--- src/rtl/du_jump_ctrl.sv ---
// du_jump_ctrl: dispatch-unit jump handling for a MIPS-style front end.
// Takes the IFQ head into a one-entry registered dispatch slot. It resolves
// JAL (RAS push and redirect) and JR $31 (RAS pop and redirect) in the same
// cycle the head is accepted. After a redirect it spends one FLUSH cycle so
// that stale IFQ entries are not accepted.
// Optional build macro DU_RAS_OCC_GUARD_EN adds a RAS occupancy counter.
// With the counter, a JR $31 against an empty RAS is not predicted.
// The JAL target concatenation assumes ADDR_WIDTH >= 29.
module du_jump_ctrl #(
    parameter int RAS_DEPTH  = 4,
    parameter int ADDR_WIDTH = 32
) (
    input  logic                  clk,
    input  logic                  reset,
    input  logic                  ifq_valid,
    input  logic [0:31]           ifq_instr,
    input  logic [0:ADDR_WIDTH-1] ifq_pc,
    output logic                  du_rd_ifq,
    output logic                  du_jal_push,
    output logic [0:ADDR_WIDTH-1] du_jal_push_din,
    output logic                  du_jr31_pop,
    input  logic [0:ADDR_WIDTH-1] du_jr31_pop_dout,
    output logic                  du_redirect,
    output logic [0:ADDR_WIDTH-1] du_redirect_addr,
    output logic                  disp_valid,
    output logic [0:31]           disp_instr,
    output logic [0:ADDR_WIDTH-1] disp_pc,
    output logic                  disp_pred,
    input  logic                  disp_ready,
    input  logic                  cdb_flush
);

    typedef enum logic {
        ST_RUN   = 1'b0,
        ST_FLUSH = 1'b1
    } state_t;

    state_t state_reg, state_next;

    logic                  disp_valid_reg;
    logic [0:31]           disp_instr_reg;
    logic [0:ADDR_WIDTH-1] disp_pc_reg;
    logic                  disp_pred_reg;

    logic                  accept;
    logic                  do_push;
    logic                  do_pop;
    logic                  redirect;
    logic                  ras_ok;

    // Decode of the IFQ head (bit 0 is the MSB of the instruction word)
    logic                  is_jal;
    logic                  is_jr31;
    logic [0:ADDR_WIDTH-1] pc_plus4;
    logic [0:ADDR_WIDTH-1] jal_target;

    assign is_jal     = (ifq_instr[0:5] == 6'b000011);
    assign is_jr31    = (ifq_instr[0:5] == 6'b000000) &&
                        (ifq_instr[6:10] == 5'b11111) &&
                        (ifq_instr[26:31] == 6'b001000);
    assign pc_plus4   = ifq_pc + ADDR_WIDTH'(4);
    assign jal_target = {pc_plus4[0:ADDR_WIDTH-29], ifq_instr[6:31], 2'b00};

`ifdef DU_RAS_OCC_GUARD_EN
    localparam int OCC_W = $clog2(RAS_DEPTH) + 1;

    logic [0:OCC_W-1] occ_reg, occ_next;

    assign ras_ok = (occ_reg != '0);

    // Occupancy tracks pushes (saturating at RAS_DEPTH) and pops
    always_comb begin
        occ_next = occ_reg;
        if (do_push && (occ_reg != OCC_W'(RAS_DEPTH)))
            occ_next = occ_reg + OCC_W'(1);
        else if (do_pop)
            occ_next = occ_reg - OCC_W'(1);
    end

    // Occupancy counter register
    always_ff @(posedge clk or posedge reset) begin
        if (reset)
            occ_reg <= '0;
        else
            occ_reg <= occ_next;
    end
`else
    // Without the counter, a RAS of any real depth is always trusted
    assign ras_ok = (RAS_DEPTH > 0);
`endif

    // Accept decision, jump strobes and RUN/FLUSH next-state logic
    always_comb begin
        state_next = state_reg;
        accept     = 1'b0;
        do_push    = 1'b0;
        do_pop     = 1'b0;
        redirect   = 1'b0;

        accept   = ifq_valid & ~reset & (state_reg == ST_RUN) &
                   (~disp_valid_reg | disp_ready) & ~cdb_flush;
        do_push  = accept & is_jal;
        do_pop   = accept & is_jr31 & ras_ok;
        redirect = do_push | do_pop;

        case (state_reg)
            ST_RUN:   if (redirect) state_next = ST_FLUSH;
            ST_FLUSH: state_next = ST_RUN;
            default:  state_next = ST_RUN;
        endcase

        // A back-end flush always returns the front end to RUN
        if (cdb_flush)
            state_next = ST_RUN;
    end

    // FSM state register
    always_ff @(posedge clk or posedge reset) begin
        if (reset)
            state_reg <= ST_RUN;
        else
            state_reg <= state_next;
    end

    // Dispatch slot: load on accept, drain on disp_ready, drop on cdb_flush
    always_ff @(posedge clk or posedge reset) begin
        if (reset) begin
            disp_valid_reg <= 1'b0;
            disp_instr_reg <= '0;
            disp_pc_reg    <= '0;
            disp_pred_reg  <= 1'b0;
        end else if (cdb_flush) begin
            disp_valid_reg <= 1'b0;
        end else if (accept) begin
            disp_valid_reg <= 1'b1;
            disp_instr_reg <= ifq_instr;
            disp_pc_reg    <= ifq_pc;
            disp_pred_reg  <= is_jr31 & ras_ok;
        end else if (disp_ready) begin
            disp_valid_reg <= 1'b0;
        end
    end

    assign du_rd_ifq        = accept;
    assign du_jal_push      = do_push;
    assign du_jal_push_din  = do_push ? pc_plus4 : '0;
    assign du_jr31_pop      = do_pop;
    assign du_redirect      = redirect;
    assign du_redirect_addr = do_pop  ? du_jr31_pop_dout :
                              do_push ? jal_target : '0;

    assign disp_valid = disp_valid_reg;
    assign disp_instr = disp_instr_reg;
    assign disp_pc    = disp_pc_reg;
    assign disp_pred  = disp_pred_reg;

endmodule

--- config.mk ---
export PLATFORM = sky130hd
export DESIGN_NAME = du_jump_ctrl
export DESIGN_NICKNAME = d
export VERILOG_FILES = /design/src/rtl/du_jump_ctrl.sv
export SDC_FILE = /design/constraint.sdc
export NUM_CORES = 1
export LEC_CHECK = 0
export ABC_CLOCK_PERIOD_IN_PS = 7600
export CAP_MARGIN = 25
export CORE_UTILIZATION = 39
export DETAILED_ROUTE_END_ITERATION = 8
export PLACE_DENSITY = 0.89
export SLEW_MARGIN = 20
export SYNTH_ARGS = -nofsm -noshare
export SYNTH_HDL_FRONTEND = slang
export SYNTH_SLANG_ARGS = --single-unit
--- constraint.sdc ---
create_clock -name clk -period 7.6 [get_ports clk]
set_clock_uncertainty 0.05 [all_clocks]
set_input_delay 1.52 -clock clk [delete_from_list [all_inputs] [get_ports clk]]
set_output_delay 1.52 -clock clk [all_outputs]
set_load 0.02 [all_outputs]
==> results.py, run 1 <==
metrics = {
    "clocking": {
        "path_clk_slew_ns": 0.07,
        "clock_latency_ns": 0.33,
        "cts_resized": 0,
        "holdBufCountCts": 0,
        "post-cts-setup-buffer-count": 0,
        "clockRootBuffer": "clkbuf_8",
        "cts_tree": "yes",
        "cts.sinks": 67,
        "clk_path_buf_depth": 2,
        "htree_levels": 3,
        "cts_buffers": 9,
    },
    "synth": {
        "synth_area_per_cell_um2": 11.1,
        "synth_edf_count": 0,
        "yosysUniqueCellTypes": 37,
        "syn_inst": 323,
        "postSynth.asyncResetShare": 1.00,
        "netlist.area_leader.share": 0.467,
        "synth_area_um2": 3590,
        "ys_ff_latch": 67,
        "yosys_warnings": 0,
        "synth_top_flop_cell": "dfrtp_1",
        "synth_nets": 425,
        "ys_seq_area_frac": 0.467,
        "synth_top_area_cell": "dfrtp_1",
        "synth_area_leaders": "dfrtp_1, mux2_2, a22o_1",
    },
    "timing": {
        "finalHoldViolCount": 0,
        "drv_slew": 0,
        "max_freq_ghz": 0.165,
        "fin_setup_tns_ns": 0,
        "rsz0062_at_grt": "false",
        "fin_crit_ns": 6.07,
        "max_slew.worst_pin.slew_ns": 0.868,
        "period_share": 0.799,
        "max_slew_margin": 0.421,
        "setup_violations": 0,
    },
    "worst_setup_path": {
        "worstPathArrival_ns": 4.50,
        "required_ns": 6.03,
        "crit_fanout": 11,
        "crit_path_end_kind": "output pin",
        "criticalPathCategory": "in -> out",
        "start_kind": "primary input",
    },
    "run": {
        "max-cap-violations": 0,
    },
    "layout": {
        "area_delta_synth_final_pct": 73.8,
        "antenna_cells": 0,
        "drive_gt1_frac": 0.167,
        "final_cell_mix": "clkdlybuf4s50_1, dfrtp_1, mux2_2, nor2_1, a22o_1",
        "fin_cells": 666,
        "ff_latch_area_um2": 1680,
        "final_common_cell": "clkdlybuf4s50_1",
        "fillCellCount": 680,
        "multi_input_area_um2": 1800,
        "final_util": 0.708,
        "fin_area_um2": 6230,
        "final_nets": 655,
    },
    "placement": {
        "dp_hpwl_mm": 8.93,
        "gp_congestion": 0.817,
        "port_buffers": 234,
        "placed_cells_incl_taps": 649,
        "dpl_cell_area_um2": 6010,
    },
    "global_routing": {
        "grt_busiest_layer": "met2",
        "grt_overflow": 0,
        "grt_max_degree": 68,
        "grt_pass1_wl_mm": 19.5,
        "grtUsageTotal": 0.256,
        "grt_pass1_vias": 3911,
        "use_met2": 0.470,
        "grt_use_met1": 0.280,
        "antenna_found_initial": 0,
        "use_met3": 0.0673,
    },
    "floorplan": {
        "die_h_um": 97.9,
        "start_util": 0.407,
        "ios": 235,
        "num_rows": 34,
        "die_w_um": 97.9,
        "dieArea_um2": 9590,
        "core_area_um2": 8810,
    },
    "pwr": {
        "p_switching_mw": 0.359,
        "power_frac_comb": 0.342,
        "switching_share": 0.301,
        "irDropWorstVdd_uv": 124,
        "powerDensity_nw_per_um2": 191,
        "pwr-share-clk": 0.270,
        "power.internal_mw": 0.834,
        "p_leak_nw": 2.45,
        "seq_power_share": 0.388,
    },
    "routing": {
        "firstDrtPassIters": 9,
        "routed_wl_mm": 12.0,
        "viasPerCell": 5.35,
        "drt_iter0_drc": 99,
        "vias": 3563,
        "drtAntennaViolNets": 0,
        "wl_per_cell_um": 18.0,
        "drc": 16,
    },
    "run_status": {
        "run_status": "finished with violations",
        "violations": "DRC",
    },
    "worst_hold_path": {
        "hold_class": "reg -> reg",
    },
}
==> through the flow <==
step	setup slack [ns]	hold slack, ns	total power, mW
after detailed placement	1.28	0.420	0.879
after global placement	1.34	0.409	0.866
after CTS	1.27	0.439	1.20
after floorplan	2.55	0.438	0.641
after global routing	1.37	0.473	1.25
final	1.53	0.429	1.19
==> final timing paths <==
| kind | startpoint | end | slack, ns | cells after the start |
|---|---|---|---|---|
| min reg2reg | disp_pred | disp_pred | 0.43 | 1 |
| max | ifq_pc[22] | du_redirect_addr[3] | 1.53 | 7 |
| min in group asynchronous | reset | disp_instr[30] | 1.75 | 3 |
| max reg2reg | state_reg | disp_pc[25] | 5.18 | 4 |
| min | disp_pred | disp_pred | 0.43 | 1 |
| max in group asynchronous | reset | disp_pc[19] | 5.19 | 3 |
==> cell type report <==
cell class	count	share of cell area
Multi-Input combinational cell	230	0.289
Timing Repair Buffer	239	0.383
Clock buffer	11	0.0211
Clock inverter	5	0.0124
Tap cell	108	0.0217
Inverter	6	0.00361
Sequential cell	67	0.269
==> power groups by stage <==
stage | Sequential [mW] | Clock [mW] | Combinational, mW
floorplan | 0.554 | 0 | 0.0872
global placement | 0.464 | 0 | 0.402
CTS | 0.463 | 0.329 | 0.411
detailed placement | 0.469 | 0 | 0.410
global route | 0.472 | 0.346 | 0.429
finish | 0.463 | 0.322 | 0.408
==> cells in the mapped netlist (2+ instances only) <==
library cell   n
nor2b_1        6
mux2_2        64
and2_1         6
xnor2_1        9
o31ai_1        3
nor3b_1        2
and3_1         7
and4_1         3
buf_1          4
nor2_1        28
clkbuf_1       9
nand4_1        6
nand3_1       11
o21ai_0        3
a21oi_1       14
a22o_1        20
or4_1          3
nand2_1        9
xor2_1        12
or2_2          2
buf_2          6
nor4_1         4
nor3_1         2
dfrtp_1       67
a21o_1         5
inv_1          6
or3_2          2
==> cells by family after synthesis <==
kind of cell,share of synthesized area
and+or+nand+nor,0.154
DFF,0.467
muxes,0.201
AOI/OAI and AO/OA,0.0917
buffers and inverters,0.0314
xor gates and xnor gates,0.0513
adders and majority gates,0.00349
==> worst max-delay path, stage by stage <==
cell and delay (ns):
clkdlybuf4s50_1 0.62, nand4_1 0.26, or4_4 0.62, or4_1 0.53, a21oi_1 0.24, a21o_1 0.11
clkdlybuf4s50_1 0.60
==> per-layer routing <==
metal | up-vias | share of wire
met3 | 24 | 0.082
met5 | - | 0
met2 | 183 | 0.52
met4 | 0 | 0.023
met1 | 1733 | 0.37
li1 | 1623 | -
(Power assumes the default switching activity.)
==> run 2: changes to the inputs <==
--- a/config.mk
+++ b/config.mk
@@ -5,11 +5,11 @@
 export SDC_FILE = /design/constraint.sdc
 export NUM_CORES = 1
 export LEC_CHECK = 0
-export ABC_CLOCK_PERIOD_IN_PS = 7600
+export ABC_CLOCK_PERIOD_IN_PS = 5600
 export CAP_MARGIN = 25
-export CORE_UTILIZATION = 39
+export CORE_UTILIZATION = 37
 export DETAILED_ROUTE_END_ITERATION = 8
-export PLACE_DENSITY = 0.89
+export PLACE_DENSITY = 0.85
 export SLEW_MARGIN = 20
 export SYNTH_ARGS = -nofsm -noshare
 export SYNTH_HDL_FRONTEND = slang
==> constraint.sdc (replaced) <==
create_clock -name clk -period 5.6 [get_ports clk]
set_clock_uncertainty 0.05 [all_clocks]
set_input_delay 1.12 -clock clk [delete_from_list [all_inputs] [get_ports clk]]
set_output_delay 1.12 -clock clk [all_outputs]
set_load 0.02 [all_outputs]
==> run 2 against run 1 <==
Power up 27%. Worst hold slack better by 0.016 ns. Critical path depth is the same. Routed wire length down 4.3%. Highest routed layer unchanged. The run now ends clean. Via count fell by 1.3%. Sequential power is 36% higher. Critical endpoint is now du_redirect_addr[0]. Non-clock buffer count increased by 1.
==> results.py, run 2 (synthesized netlist as in run 1, its figures left out) <==
metrics = {
    "layout": {
        "area_delta_synth_final_pct": 73.5,
        "antenna_cells": 0,
        "drive_gt1_frac": 0.168,
        "final_common_cell": "clkdlybuf4s50_1",
        "final_cell_mix": "clkdlybuf4s50_1, dfrtp_1, mux2_2, nor2_1, a22o_1",
        "final_nets": 656,
        "fin_area_um2": 6220,
    },
    "timing": {
        "period_share": 0.932,
        "max_slew_margin": 0.533,
        "max_slew.worst_pin.slew_ns": 0.700,
        "fin_setup_tns_ns": 0,
        "setup_violations": 0,
        "fin_crit_ns": 5.22,
        "finalHoldViolCount": 0,
        "drv_slew": 0,
        "rsz0062_at_grt": "false",
        "setup_slack_ns": 0.383,
        "max_freq_ghz": 0.192,
    },
    "clocking": {
        "post-cts-setup-buffer-count": 0,
        "clockRootBuffer": "clkbuf_8",
        "clk_path_buf_depth": 2,
        "cts_buffers": 9,
        "htree_levels": 3,
        "cts.sinks": 67,
        "path_clk_slew_ns": 0.06,
        "holdBufCountCts": 0,
        "clock_latency_ns": 0.32,
        "cts_resized": 0,
        "cts_tree": "yes",
    },
    "global_routing": {
        "grtUsageTotal": 0.228,
        "grt_pass1_wl_mm": 18.0,
        "grt_pass1_vias": 3515,
        "grt_overflow": 0,
        "antenna_found_initial": 0,
        "grt_max_degree": 47,
    },
    "pwr": {
        "total_power_mw": 1.52,
        "p_leak_nw": 2.43,
        "powerDensity_nw_per_um2": 244,
        "irDropWorstVdd_uv": 125,
    },
    "routing": {
        "wl_per_cell_um": 16.6,
        "drt_iter0_drc": 106,
        "drc": 0,
        "firstDrtPassIters": 5,
        "viasPerCell": 5.11,
        "drtAntennaViolNets": 0,
        "vias": 3515,
        "routed_wl_mm": 11.5,
    },
    "worst_setup_path": {
        "regToRegSetupSlack_ns": 3.28,
        "reg2reg_from": "state_reg",
        "worstPathArrival_ns": 4.05,
        "rr_endpoint": "disp_pc[12]",
        "startpoint": "ifq_pc[22]",
        "crit_fanout": 11,
        "required_ns": 4.43,
        "crit_path_end_kind": "output pin",
        "ff2ff_path_depth": 4,
        "endpoint": "du_redirect_addr[0]",
        "start_kind": "primary input",
        "criticalPathCategory": "in -> out",
    },
    "run_status": {
        "run_status": "complete, no violations",
    },
    "placement": {
        "pre_cts_ws_ns": 0.394,
        "port_buffers": 234,
        "gp_congestion": 0.843,
        "dpl_cell_area_um2": 6060,
        "dp_hpwl_mm": 8.96,
    },
    "floorplan": {
        "dieArea_um2": 10100,
        "core_area_um2": 9330,
        "die_h_um": 100,
        "num_rows": 35,
        "die_w_um": 100,
        "ios": 235,
        "start_util": 0.385,
    },
    "worst_hold_path": {
        "hold_start": "disp_pred",
        "hold_class": "reg -> reg",
    },
    "run": {
        "max-cap-violations": 0,
    },
}
[run 2: layer usage]
layer,GRT usage,vias up,share of wire
li1,-,1634,-
met1,0.257,1692,0.39
met2,0.409,170,0.51
met3,0.0680,19,0.083
met4,0.0803,0,0.016
met5,0,-,0
[run 2: metrics by stage]
| step | hold WS [ns] | utilization | instances |
|---|---|---|---|
| 6_report | 0.445 | 0.667 | 688 |
| 5_1_grt | 0.471 | 0.667 | 688 |
| 4_1_cts | 0.447 | 0.667 | 688 |
| 3_5_place_dp | 0.419 | 0.650 | 672 |
| 3_3_place_gp | 0.409 | 0.650 | 672 |
| 2_1_floorplan | 0.438 | - | 323 |
[run 2: how the worst min path moves through the flow]
stage,endpoint,cells past startpoint
2_1_floorplan,disp_valid,2
3_3_place_gp,disp_pred,1
3_5_place_dp,disp_pred,1
4_1_cts,disp_pred,1
5_1_grt,disp_pred,1
6_report,disp_pred,1
[run 2: final cells by class]
cell class | instances | area, µm²
fill | 755 | 3100
timing repair buffer | 240 | 2400
multi-input combinational | 230 | 1800
sequential | 67 | 1680
tap | 129 | 161
clock buffer | 11 | 131
clock inverter | 5 | 30.0
inverter | 6 | 22.5
[run 2: critical path: stages]
cell,delay [ns]
clkdlybuf4s50_1,0.58
nand4_1,0.24
or4_4,0.62
or4_1,0.52
a21oi_1,0.26
a21o_1,0.12
clkdlybuf4s50_1,0.59
[run 2: report_power, final]
part / total (mW) / switching (mW) / internal, mW / leakage [nW]
Combinational: 0.550 / 0.246 / 0.304 / 1.55
Sequential: 0.630 / 0.0513 / 0.579 / 0.799
Clock: 0.337 / 0.178 / 0.159 / 0.0791
Total: 1.52 / 0.476 / 1.04 / 2.43
